**config.mk**
```make
export PLATFORM = sky130hd
export DESIGN_NAME = mdu_iter
export DESIGN_NICKNAME = d
export VERILOG_FILES = /design/src/rtl/mdu_iter.sv
export SDC_FILE = /design/constraint.sdc
export NUM_CORES = 1
export LEC_CHECK = 0
export CAP_MARGIN = 30
export CORE_MARGIN = 2
export CORE_UTILIZATION = 45
export CTS_CLUSTER_DIAMETER = 30
export CTS_CLUSTER_SIZE = 28
export DETAILED_ROUTE_END_ITERATION = 12
export GPL_ROUTABILITY_DRIVEN = 0
export PLACE_DENSITY = 0.68
export SLEW_MARGIN = 20
export SYNTH_ARGS = -nofsm -noshare
export SYNTH_HDL_FRONTEND = slang
export SYNTH_SLANG_ARGS = --single-unit
```
**constraint.sdc**
```tcl
create_clock -name clk_i -period 5.3 [get_ports clk_i]
set_input_delay 0.795 -clock clk_i [delete_from_list [all_inputs] [get_ports clk_i]]
set_output_delay 0.795 -clock clk_i [all_outputs]
set_load 0.005 [all_outputs]
```
**src/rtl/mdu_iter.sv**
```systemverilog
// Iterative multiply/divide unit: radix-2 shift-add multiply and restoring divide
// over WIDTH cycles, with architectural HI/LO registers and MTHI/MTLO writes.
module mdu_iter #(
   parameter int WIDTH = 32
) (
   input  logic             clk_i,
   input  logic             rst_i,
   input  logic             start_i,
   input  logic [1:0]       op_i,
   input  logic [WIDTH-1:0] src1_i,
   input  logic [WIDTH-1:0] src2_i,
   input  logic             hi_we_i,
   input  logic             lo_we_i,
   input  logic [WIDTH-1:0] wdata_i,
   output logic             busy_o,
   output logic             done_o,
   output logic             div_zero_o,
   output logic [WIDTH-1:0] hi_o,
   output logic [WIDTH-1:0] lo_o,
   output logic [1:0]       state_o
);
   localparam int CW = $clog2(WIDTH);

   // Handshake: start_i is taken only in IDLE (busy_o=0); once taken, busy_o stays
   // high until the FIXUP edge, and done_o pulses for the one cycle after it.
   typedef enum logic [1:0] {IDLE = 2'd0, CALC = 2'd1, FIXUP = 2'd2} state_t;
   state_t state, state_nxt;

   logic [CW-1:0]      cnt;
   logic               is_div, neg_a, neg_b, dz_pend;
   logic [WIDTH-1:0]   opnd;   // multiplicand or divisor magnitude
   logic [WIDTH:0]     upper;  // product high half plus carry, or partial remainder
   logic [WIDTH-1:0]   lower;  // multiplier shifting out, or dividend/quotient shifting

   logic [WIDTH-1:0]   mag1, mag2;
   logic [WIDTH:0]     add_sum, shifted, diff;
   logic [2*WIDTH-1:0] prod, prod_fix;
   logic [WIDTH-1:0]   q_fix, r_fix;

   assign state_o = state;

   always_ff @(posedge clk_i) begin
      if (rst_i) state <= IDLE;
      else       state <= state_nxt;
   end

   always_comb begin
      state_nxt = state;
      case (state)
         IDLE:    if (start_i) state_nxt = CALC;
         CALC:    if (cnt == CW'(WIDTH - 1)) state_nxt = FIXUP;
         FIXUP:   state_nxt = IDLE;
         default: state_nxt = IDLE;
      endcase
   end

   always_comb begin
      mag1     = (op_i[0] && src1_i[WIDTH-1]) ? -src1_i : src1_i;
      mag2     = (op_i[0] && src2_i[WIDTH-1]) ? -src2_i : src2_i;
      add_sum  = upper + (lower[0] ? {1'b0, opnd} : '0);
      shifted  = {upper[WIDTH-1:0], lower[WIDTH-1]};
      diff     = shifted - {1'b0, opnd};
      prod     = {upper[WIDTH-1:0], lower};
      prod_fix = (neg_a ^ neg_b) ? -prod : prod;
      q_fix    = (neg_a ^ neg_b) ? -lower : lower;
      // With a zero divisor the remainder path ends holding |dividend|, so the
      // sign fix below reproduces the latched dividend for HI.
      r_fix    = neg_a ? -upper[WIDTH-1:0] : upper[WIDTH-1:0];
   end

   always_ff @(posedge clk_i) begin
      if (rst_i) begin
         cnt        <= '0;
         is_div     <= 1'b0;
         neg_a      <= 1'b0;
         neg_b      <= 1'b0;
         dz_pend    <= 1'b0;
         opnd       <= '0;
         upper      <= '0;
         lower      <= '0;
         busy_o     <= 1'b0;
         done_o     <= 1'b0;
         div_zero_o <= 1'b0;
         hi_o       <= '0;
         lo_o       <= '0;
      end else begin
         done_o <= 1'b0;
         case (state)
            IDLE: begin
               if (hi_we_i) hi_o <= wdata_i;
               if (lo_we_i) lo_o <= wdata_i;
               if (start_i) begin
                  busy_o     <= 1'b1;
                  div_zero_o <= 1'b0;
                  cnt        <= '0;
                  is_div     <= op_i[1];
                  neg_a      <= op_i[0] & src1_i[WIDTH-1];
                  neg_b      <= op_i[0] & src2_i[WIDTH-1];
                  dz_pend    <= op_i[1] && (src2_i == '0);
                  opnd       <= op_i[1] ? mag2 : mag1;
                  lower      <= op_i[1] ? mag1 : mag2;
                  upper      <= '0;
               end
            end
            CALC: begin
               cnt <= cnt + CW'(1);
               if (is_div) begin
                  if (!diff[WIDTH]) begin
                     upper <= diff;
                     lower <= {lower[WIDTH-2:0], 1'b1};
                  end else begin
                     upper <= shifted;
                     lower <= {lower[WIDTH-2:0], 1'b0};
                  end
               end else begin
                  upper <= {1'b0, add_sum[WIDTH:1]};
                  lower <= {add_sum[0], lower[WIDTH-1:1]};
               end
            end
            FIXUP: begin
               busy_o <= 1'b0;
               done_o <= 1'b1;
               if (is_div) begin
                  hi_o       <= r_fix;
                  lo_o       <= dz_pend ? '1 : q_fix;
                  div_zero_o <= dz_pend;
               end else begin
                  {hi_o, lo_o} <= prod_fix;
               end
            end
            default: ;
         endcase
      end
   end
endmodule

```
# After elaboration in Yosys (flattened, before gate mapping)
# Index checks and enable logic that the tools add are counted.
# word_totals
mem_bits_ro,0
n_memories,0
reg_bits,175
inputBits,103
ramBits,0
latch_bits,0
word_cells,81
output_inout_bits,69
# op_classes
mux,34
multipliers,0
bitwise,3
shifts,0
n_eq_ne,8
magnitude_cmp,0
div,0
addsub,8
reduce_logical,14
# ops
cell,count
two-way mux 32 bit,14
case mux 32 bit (2 select lines),3
negation 32 bit,4
two-way mux 33 bit,3
case mux 33 bit (2 select lines),1
two-way mux 64 bit,1
negation 64 bit,1
adder 33 x 32 -> 33 bit,1
subtractor 33 x 32 -> 33 bit,1
zero test 32 bit,1
AND reduction 2 bit,6
!= test 2 bit (second input constant),5
case mux 5 bit (2 select lines),1
adder 5 x 1 -> 5 bit (second input constant),1
equality test 5 bit (second input constant),1
two-way mux 1 bit,5
two-way mux 5 bit,1
two-way mux 2 bit,2
case mux 1 bit (2 select lines),2
case mux 2 bit (2 select lines),1
nonzero test 2 bit,2
logical AND 1 bit,3
AND reduction 3 bit,1
bitwise AND 1 bit,2
4 further kinds,4

# Depth between registers and ports, before layout
# Gate-level depths: netlist of the first run.
# logic_depth
depth_word,5
mapped_depth,21
mapped_depth_nobuf,20

# Least setup slack after synthesis of the first run
# OpenSTA, ideal clock, no wires.
# synth_timing
path_type,register -> register
start,reg lower[31]
end,reg upper[3]
n_path_buf,2
setup_ps,128
slack_ps,984
arrival_ps,4188
period_less_slack_ps,4316
stages_incl_launch_ff,21
t_required_ps,5172
path_cell_list,dfxtp_1 -> inv_1 -> ha_1 -> fa_1 -> nand2b_1 -> a21oi_1 -> o21ai_0 -> a31oi_1 -> a221oi_1 -> nor3_1 -> o41a_1 -> o21a_1 -> o211ai_1 -> nand2_1 -> ha_1 -> clkbuf_1 -> buf_1 -> mux2i_1 -> a211oi_1 -> a31oi_1 -> nor2_1
# synth_via
elab_chain_len,4
# synth_rtl
item,line_no,rtl
"start, declared",33,logic [WIDTH-1:0] lower;
"start signal, assigned",101,lower <= op_i[1] ? mag1 : mag2;
"start signal, assigned",110,"lower <= {lower[WIDTH-2:0], 1'b1};"
"start signal, assigned",113,"lower <= {lower[WIDTH-2:0], 1'b0};"
subtractor 33 x 32 -> 33 bit,62,"diff = shifted - {1'b0, opnd};"
two-way mux 33 bit,108,if (!diff[WIDTH]) begin
two-way mux 33 bit,107,if (is_div) begin
case mux 33 bit (2 select lines),88,case (state)
"end signal, assigned",109,upper <= diff;
"end signal, assigned",112,upper <= shifted;
"end signal, assigned",116,"upper <= {1'b0, add_sum[WIDTH:1]};"
"end, declared",32,logic [WIDTH:0] upper;
# Every way passes these cells.
# A chain may end at the register's enable or synchronous reset.

# Worst setup path after layout of the first run
# layout_timing
start,reg lower[31]
end,reg upper[29]
# Same word-level chain as after synthesis.

==> results.cfg, run 1 <==
[pwr]
p_leak_nw = 6.42
max-vdd-ir-drop_mv = 0.235
power_density_nw_per_um2 = 239

[grt]
grt_overflow = 0
grt_first_pass_wirelength_mm = 78.7
grtUsageTotal = 0.300
grt_max_degree = 90
busiest_layer = met2
grtUsageMet1 = 0.414
grt_pass1_vias = 13967
use_met3 = 0.0507
met2_usage = 0.471
antenna_found_initial = 0

[yosys]
ys_async_sr_fraction = 0
synth_edf_count = 0
avgSynthCellArea_um2 = 7.37
ys.flop_type = dfxtp_1
synth_cell_type_count = 70
synth_area_um2 = 14300
syn_inst = 1935
synth-warning-count = 0
synth_seq_cells = 175
ys_seq_area_frac = 0.246
synth_nets = 2111

[die]
start_util = 0.455
die_w_um = 182
rows = 65
coreArea_um2 = 31400
die_h_um = 182
die_area_um2 = 33200
io_pins = 172

[cells_and_area]
post-route-util = 0.539
multi_input_area_um2 = 10000
final_cells = 2439
register_area_um2 = 3510
nFillCells = 3020
antenna_cells = 0
final_layout_size_suffix_gt1_frac = 0.0486
nNetsFinal = 2200
area_growth_pct = 18.5

[clock_tree]
path_clk_slew_ns = 0.07
cts_tree = yes
postCtsSetupRepairBufs = 0
numCtsBuffers = 17
htreeDepth = 4
insertion_delay_ns = 0.45
cts_max_path_buffers = 2
root_buffer = clkbuf_16
cts.sinks = 175
cts-hold-fix-buffers = 0
cts-resized-gates = 0

[detailed_routing]
drc = 0
drtIter0Drc = 1568
dr.pass1.iters = 5
antenna_left = 0
routedWlPerCell_um = 20.9
viasPerCell = 6.25
vias = 15252
drt-total-wl_mm = 51.0

[critical_path]
cp_cell_sequence = inv_1, ha_1, fa_1, nand2b_1, a21oi_1, o21ai_0, a31oi_1, a221oi_1, nor3_1, o41a_1, o21a_1, o211ai_1, nand2_1, ha_1, buf_12, nor2_1, a221oi_1, o21ai_0, a211o_1
cp_data_arrival_time_ns = 5.07
crit_fanout = 37
crit_required_ns = 5.64
slowest_stage = a221oi_1
critical_path_class = flop to flop
reg2reg_slack_ns = 0.57
critPathCaptureType = flop
max_stage_delay_ns = 0.53
cp-start-kind = flop

[sta]
fmax_mhz = 211
rsz0062_at_grt = no
finalCritPeriodShare = 0.893
min_period_ns = 4.73
setup-tns-final_ns = 0
slew-limit-headroom = 0.371
hold_viol_final = 0
drv_slew = 0
clock-skew-final_ns = 0.0126
setup_violations = 0
worst_pin_slew_ns = 0.937

[placed_design]
port_buffers = 171
hpwl_mm = 39.0
place_inst = 2402

[worst_hold_path]
hp-class = flop to flop

[run_status]
run_status = finished, final reports clean

[job]
max_cap_viol_count = 0
==> report_power, final <==
part	switching, W	leakage (nW)	internal (W)
clock	0.000640	0.287	0.000657
sequential	0.000122	1.44	0.00140
combinational	0.000703	4.70	0.000516
total	0.00147	6.42	0.00257
==> sequential cells by signal, indices dropped and copies added (netlist names) <==
signal and flops:
state_o 2, lo_o 32, neg_a 1, cnt 5, opnd 32, dz_pend 1
done_o 1, hi_o 32, lower 32, busy_o 1, div_zero_o 1, neg_b 1
is_div 1, upper 33
==> critical path: cells and delay by family, from the launching register on <==
kind                     cells  cell delay, ns
AO/OA/AOI/OAI               10            2.56
adder cells (fa/ha/maj)      3            0.70
AND/OR/NAND/NOR              4            0.61
flip-flops                   1            0.39
buffers and inverters        2            0.37
==> synth_stat cells, types with 11 or more instances <==
cell type,n,area share
a21o_1,28,0.015
a31oi_1,22,0.0096
o211ai_1,50,0.026
o31ai_1,20,0.011
nand2b_1,21,0.0092
o221ai_1,35,0.021
mux2i_1,53,0.037
and3_1,11,0.0048
ha_1,71,0.062
a211oi_1,75,0.039
dfxtp_1,175,0.25
xnor2_1,96,0.059
a221oi_1,15,0.0092
nand3_1,28,0.0098
a21oi_1,207,0.073
clkbuf_1,118,0.031
o21ai_0,101,0.035
xor2_1,76,0.047
nand2_1,210,0.055
nor4_1,17,0.0075
inv_1,71,0.019
nor3_1,47,0.016
nor2_1,200,0.053
==> metal layers <==
| metal | share of wire | vias up |
|---|---|---|
| met5 | 0 | - |
| met1 | 0.43 | 7208 |
| met3 | 0.094 | 91 |
| li1 | - | 7219 |
| met2 | 0.44 | 734 |
| met4 | 0.034 | 0 |
==> worst paths after layout <==
path                                 from   endpoint  cells past startpoint
worst max-delay path            lower[31]  upper[29]                     19
worst min-delay path             hi_o[31]   hi_o[31]                      2
worst max register to register  lower[31]  upper[29]                     19
worst min register to register   hi_o[31]   hi_o[31]                      2
==> area by class of cell <==
class	count	area share
Multi-Input combinational cell	1559	0.594
Sequential cell	175	0.207
Timing Repair Buffer	200	0.118
Tap cell	402	0.0297
Clock buffer	19	0.0269
Inverter	71	0.0158
Clock inverter	13	0.00814
==> cells by family after synthesis <==
logic type / count (synthesis) / synth area share
flip-flops: 175 / 0.246
AO/OA/AOI/OAI: 649 / 0.296
AND/OR/NAND/NOR: 607 / 0.194
adder cells (fa/ha/maj): 73 / 0.0651
multiplexers: 58 / 0.0411
buffers and inverters: 201 / 0.0532
XOR/XNOR: 172 / 0.106
==> placed cells by master, fill, tap and decap left out, types with 21 or more instances in the layout <==
| master | Yosys | final |
|---|---|---|
| ha_1 | 71 | 71 |
| o21ai_0 | 101 | 101 |
| clkdlybuf4s50_1 | 0 | 169 |
| inv_1 | 71 | 71 |
| nand2_1 | 210 | 210 |
| a21o_1 | 28 | 28 |
| a21oi_1 | 207 | 207 |
| nor3_1 | 47 | 47 |
| nand2b_1 | 21 | 21 |
| o211ai_1 | 50 | 50 |
| mux2i_1 | 53 | 53 |
| buf_4 | 0 | 22 |
| o221ai_1 | 35 | 35 |
| nand3_1 | 28 | 28 |
| a31oi_1 | 22 | 22 |
| a211oi_1 | 75 | 75 |
| xnor2_1 | 96 | 96 |
| dfxtp_1 | 175 | 174 |
| nor2_1 | 200 | 197 |
| xor2_1 | 76 | 76 |
==> metrics by stage <==
step | power (W) | cell area [µm²] | setup WS (ns) | hold WS (ns)
2_1_floorplan | 0.00228 | 14300 | 0.984 | 0.432
3_3_place_gp | 0.00272 | 16200 | 0.720 | 0.438
3_5_place_dp | 0.00273 | 16200 | 0.670 | 0.442
4_1_cts | 0.00401 | 16800 | 0.620 | 0.452
5_1_grt | 0.00421 | 16900 | 0.157 | 0.469
6_report | 0.00404 | 16900 | 0.566 | 0.448
Note: power is estimated with default switching activity, not from simulation.
==> inputs of run 2 (changes only) <==
Settings changed: ABC_CLOCK_PERIOD_IN_PS set to 5300, CELL_PAD_IN_SITES_DETAIL_PLACEMENT set to 1, CELL_PAD_IN_SITES_GLOBAL_PLACEMENT set to 1, CORE_UTILIZATION 45 to 42, PLACE_DENSITY 0.68 to 0.83, SETUP_SLACK_MARGIN set to 0.4.
==> run 2 against run 1 <==
Compared with the run above: worst hold slack improved by 0.0064 ns; combinational power is 5% higher; sequential share of layout area is 0.13 points lower; largest cell class unchanged; largest power group unchanged.
==> results.cfg, run 2 (synthesized netlist as in run 1, its figures left out) <==
[run_status]
run_status = finished, final reports clean

[critical_path]
critPathCaptureType = flop
crit_path_start = lower[31]
cp-start-kind = flop
cp_data_arrival_time_ns = 4.99
crit_required_ns = 5.62
rr_startpoint = lower[31]
reg2regPathDepth = 18
crit_fanout = 10
critical_path_class = flop to flop

[cells_and_area]
mostFrequentLayoutCells = 210 x nand2_1, 207 x a21oi_1, 198 x nor2_1
final_layout_size_suffix_gt1_frac = 0.0552
final_common_cell = nand2_1
antenna_cells = 0
nNetsFinal = 2210
regMostFlops = upper
largest_reg_flops = 33
area_growth_pct = 19.2

[grt]
grt_max_degree = 87
grt_pass1_vias = 15615
grt_first_pass_wirelength_mm = 89.4
antenna_found_initial = 0
grtUsageTotal = 0.319
grt_overflow = 0

[pwr]
power.share.clock = 0.325
p_comb_frac = 0.307
p_seq_frac = 0.367
max-vdd-ir-drop_mv = 0.245
power.internal_w = 0.00260
p_sw_frac = 0.373
p_leak_nw = 6.46
p_switching_w = 0.00155
power_density_nw_per_um2 = 244

[detailed_routing]
drc = 0
vias = 15614
viasPerCell = 6.26
routedWlPerCell_um = 23.2
drt-total-wl_mm = 57.9
dr.pass1.iters = 5
antenna_left = 0
drtIter0Drc = 1159

[die]
die_area_um2 = 35500
die_w_um = 188
die_h_um = 188
start_util = 0.426
io_pins = 172
rows = 67
coreArea_um2 = 33500

[placed_design]
dp_slack_ns = 0.485
port_buffers = 171
hpwl_mm = 45.2

[sta]
fmax_mhz = 214
setup_violations = 0
clock-skew-final_ns = 0.0128
min_period_ns = 4.67
hold_ws_ns = 0.455
hold_viol_final = 0
setup-tns-final_ns = 0
slew-limit-headroom = 0.402
rsz0062_at_grt = no
fin_ws_ns = 0.628
finalCritPeriodShare = 0.882
drv_slew = 0
worst_pin_slew_ns = 0.897

[clock_tree]
cts-hold-fix-buffers = 0
cts_tree = yes
insertion_delay_ns = 0.45
htreeDepth = 4
cts_max_path_buffers = 2
numCtsBuffers = 17
path_clk_slew_ns = 0.07
cts.sinks = 175
root_buffer = clkbuf_16

[worst_hold_path]
min_from = opnd[20]
whs_path_depth = 2
hp-class = flop to flop

[job]
max_cap_viol_count = 0
-- run 2: cell count changes in the layout (fill, tap and decap cells not counted), moves of 2 or more --
cell and delta:
clkinv_8 +2, buf_16 -2, buf_12 -2, buf_4 +15
-- run 2: layout make-up --
cell class	count	area (µm²)
Timing Repair Buffer	210	2010
Fill cell	4173	16500
Sequential cell	175	3510
Clock buffer	17	425
Inverter	71	267
Clock inverter	15	194
Multi-Input combinational cell	1559	10100
Tap cell	448	561
-- run 2: final timing paths --
| kind | slack, ns | end |
|---|---|---|
| setup reg to reg | 0.63 | upper[19] |
| setup / recovery | 0.63 | upper[19] |
| hold reg to reg | 0.45 | opnd[20] |
| hold / removal | 0.45 | opnd[20] |
-- run 2: power groups by stage --
stage / registers [W] / clock network [W] / logic, W
after global routing: 0.00153 / 0.00142 / 0.00138
final: 0.00153 / 0.00135 / 0.00128
after CTS: 0.00152 / 0.00136 / 0.00125
after detailed placement: 0.00155 / 0 / 0.00124
after floorplan: 0.00149 / 0 / 0.000797
after global placement: 0.00154 / 0 / 0.00120
-- run 2: worst max-delay path, stage by stage, from the launching register on --
cell and delay, ns:
dfxtp_1 0.39, inv_1 0.14, ha_1 0.19, fa_1 0.21, nand2b_1 0.17, a21oi_1 0.12, o21ai_1 0.25, a31oi_2 0.20
a221oi_2 0.39, nor3_1 0.14, o41a_1 0.41, o21a_1 0.21, o211ai_1 0.19, nand2_1 0.12, ha_2 0.50, buf_4 0.26
mux2_2 0.36, a32oi_1 0.20, a21oi_1 0.09
-- run 2: per-layer routing --
layer,GRT usage,part of all wire,wire [µm]
met3,0.0495,0.078,4530
met5,0,0,0
met1,0.428,0.43,25000
met4,0.127,0.035,2050
met2,0.512,0.45,26300
-- run 2: per-stage QoR --
| stage | area (µm²) | std cells | util | power [W] |
|---|---|---|---|---|
| detailed placement | 16300 | 2460 | 0.487 | 0.00279 |
| CTS | 17000 | 2492 | 0.506 | 0.00413 |
| floorplan | 14300 | 1935 | - | 0.00228 |
| global placement | 16300 | 2458 | 0.487 | 0.00274 |
| finish | 17000 | 2495 | 0.507 | 0.00415 |
| global route | 17000 | 2495 | 0.507 | 0.00433 |
-- run 2: timing repair --
item	4_1_cts	5_1_grt
buffers inserted	0	0
resized for setup	0	5
endpoints found under the setup margin	0	33
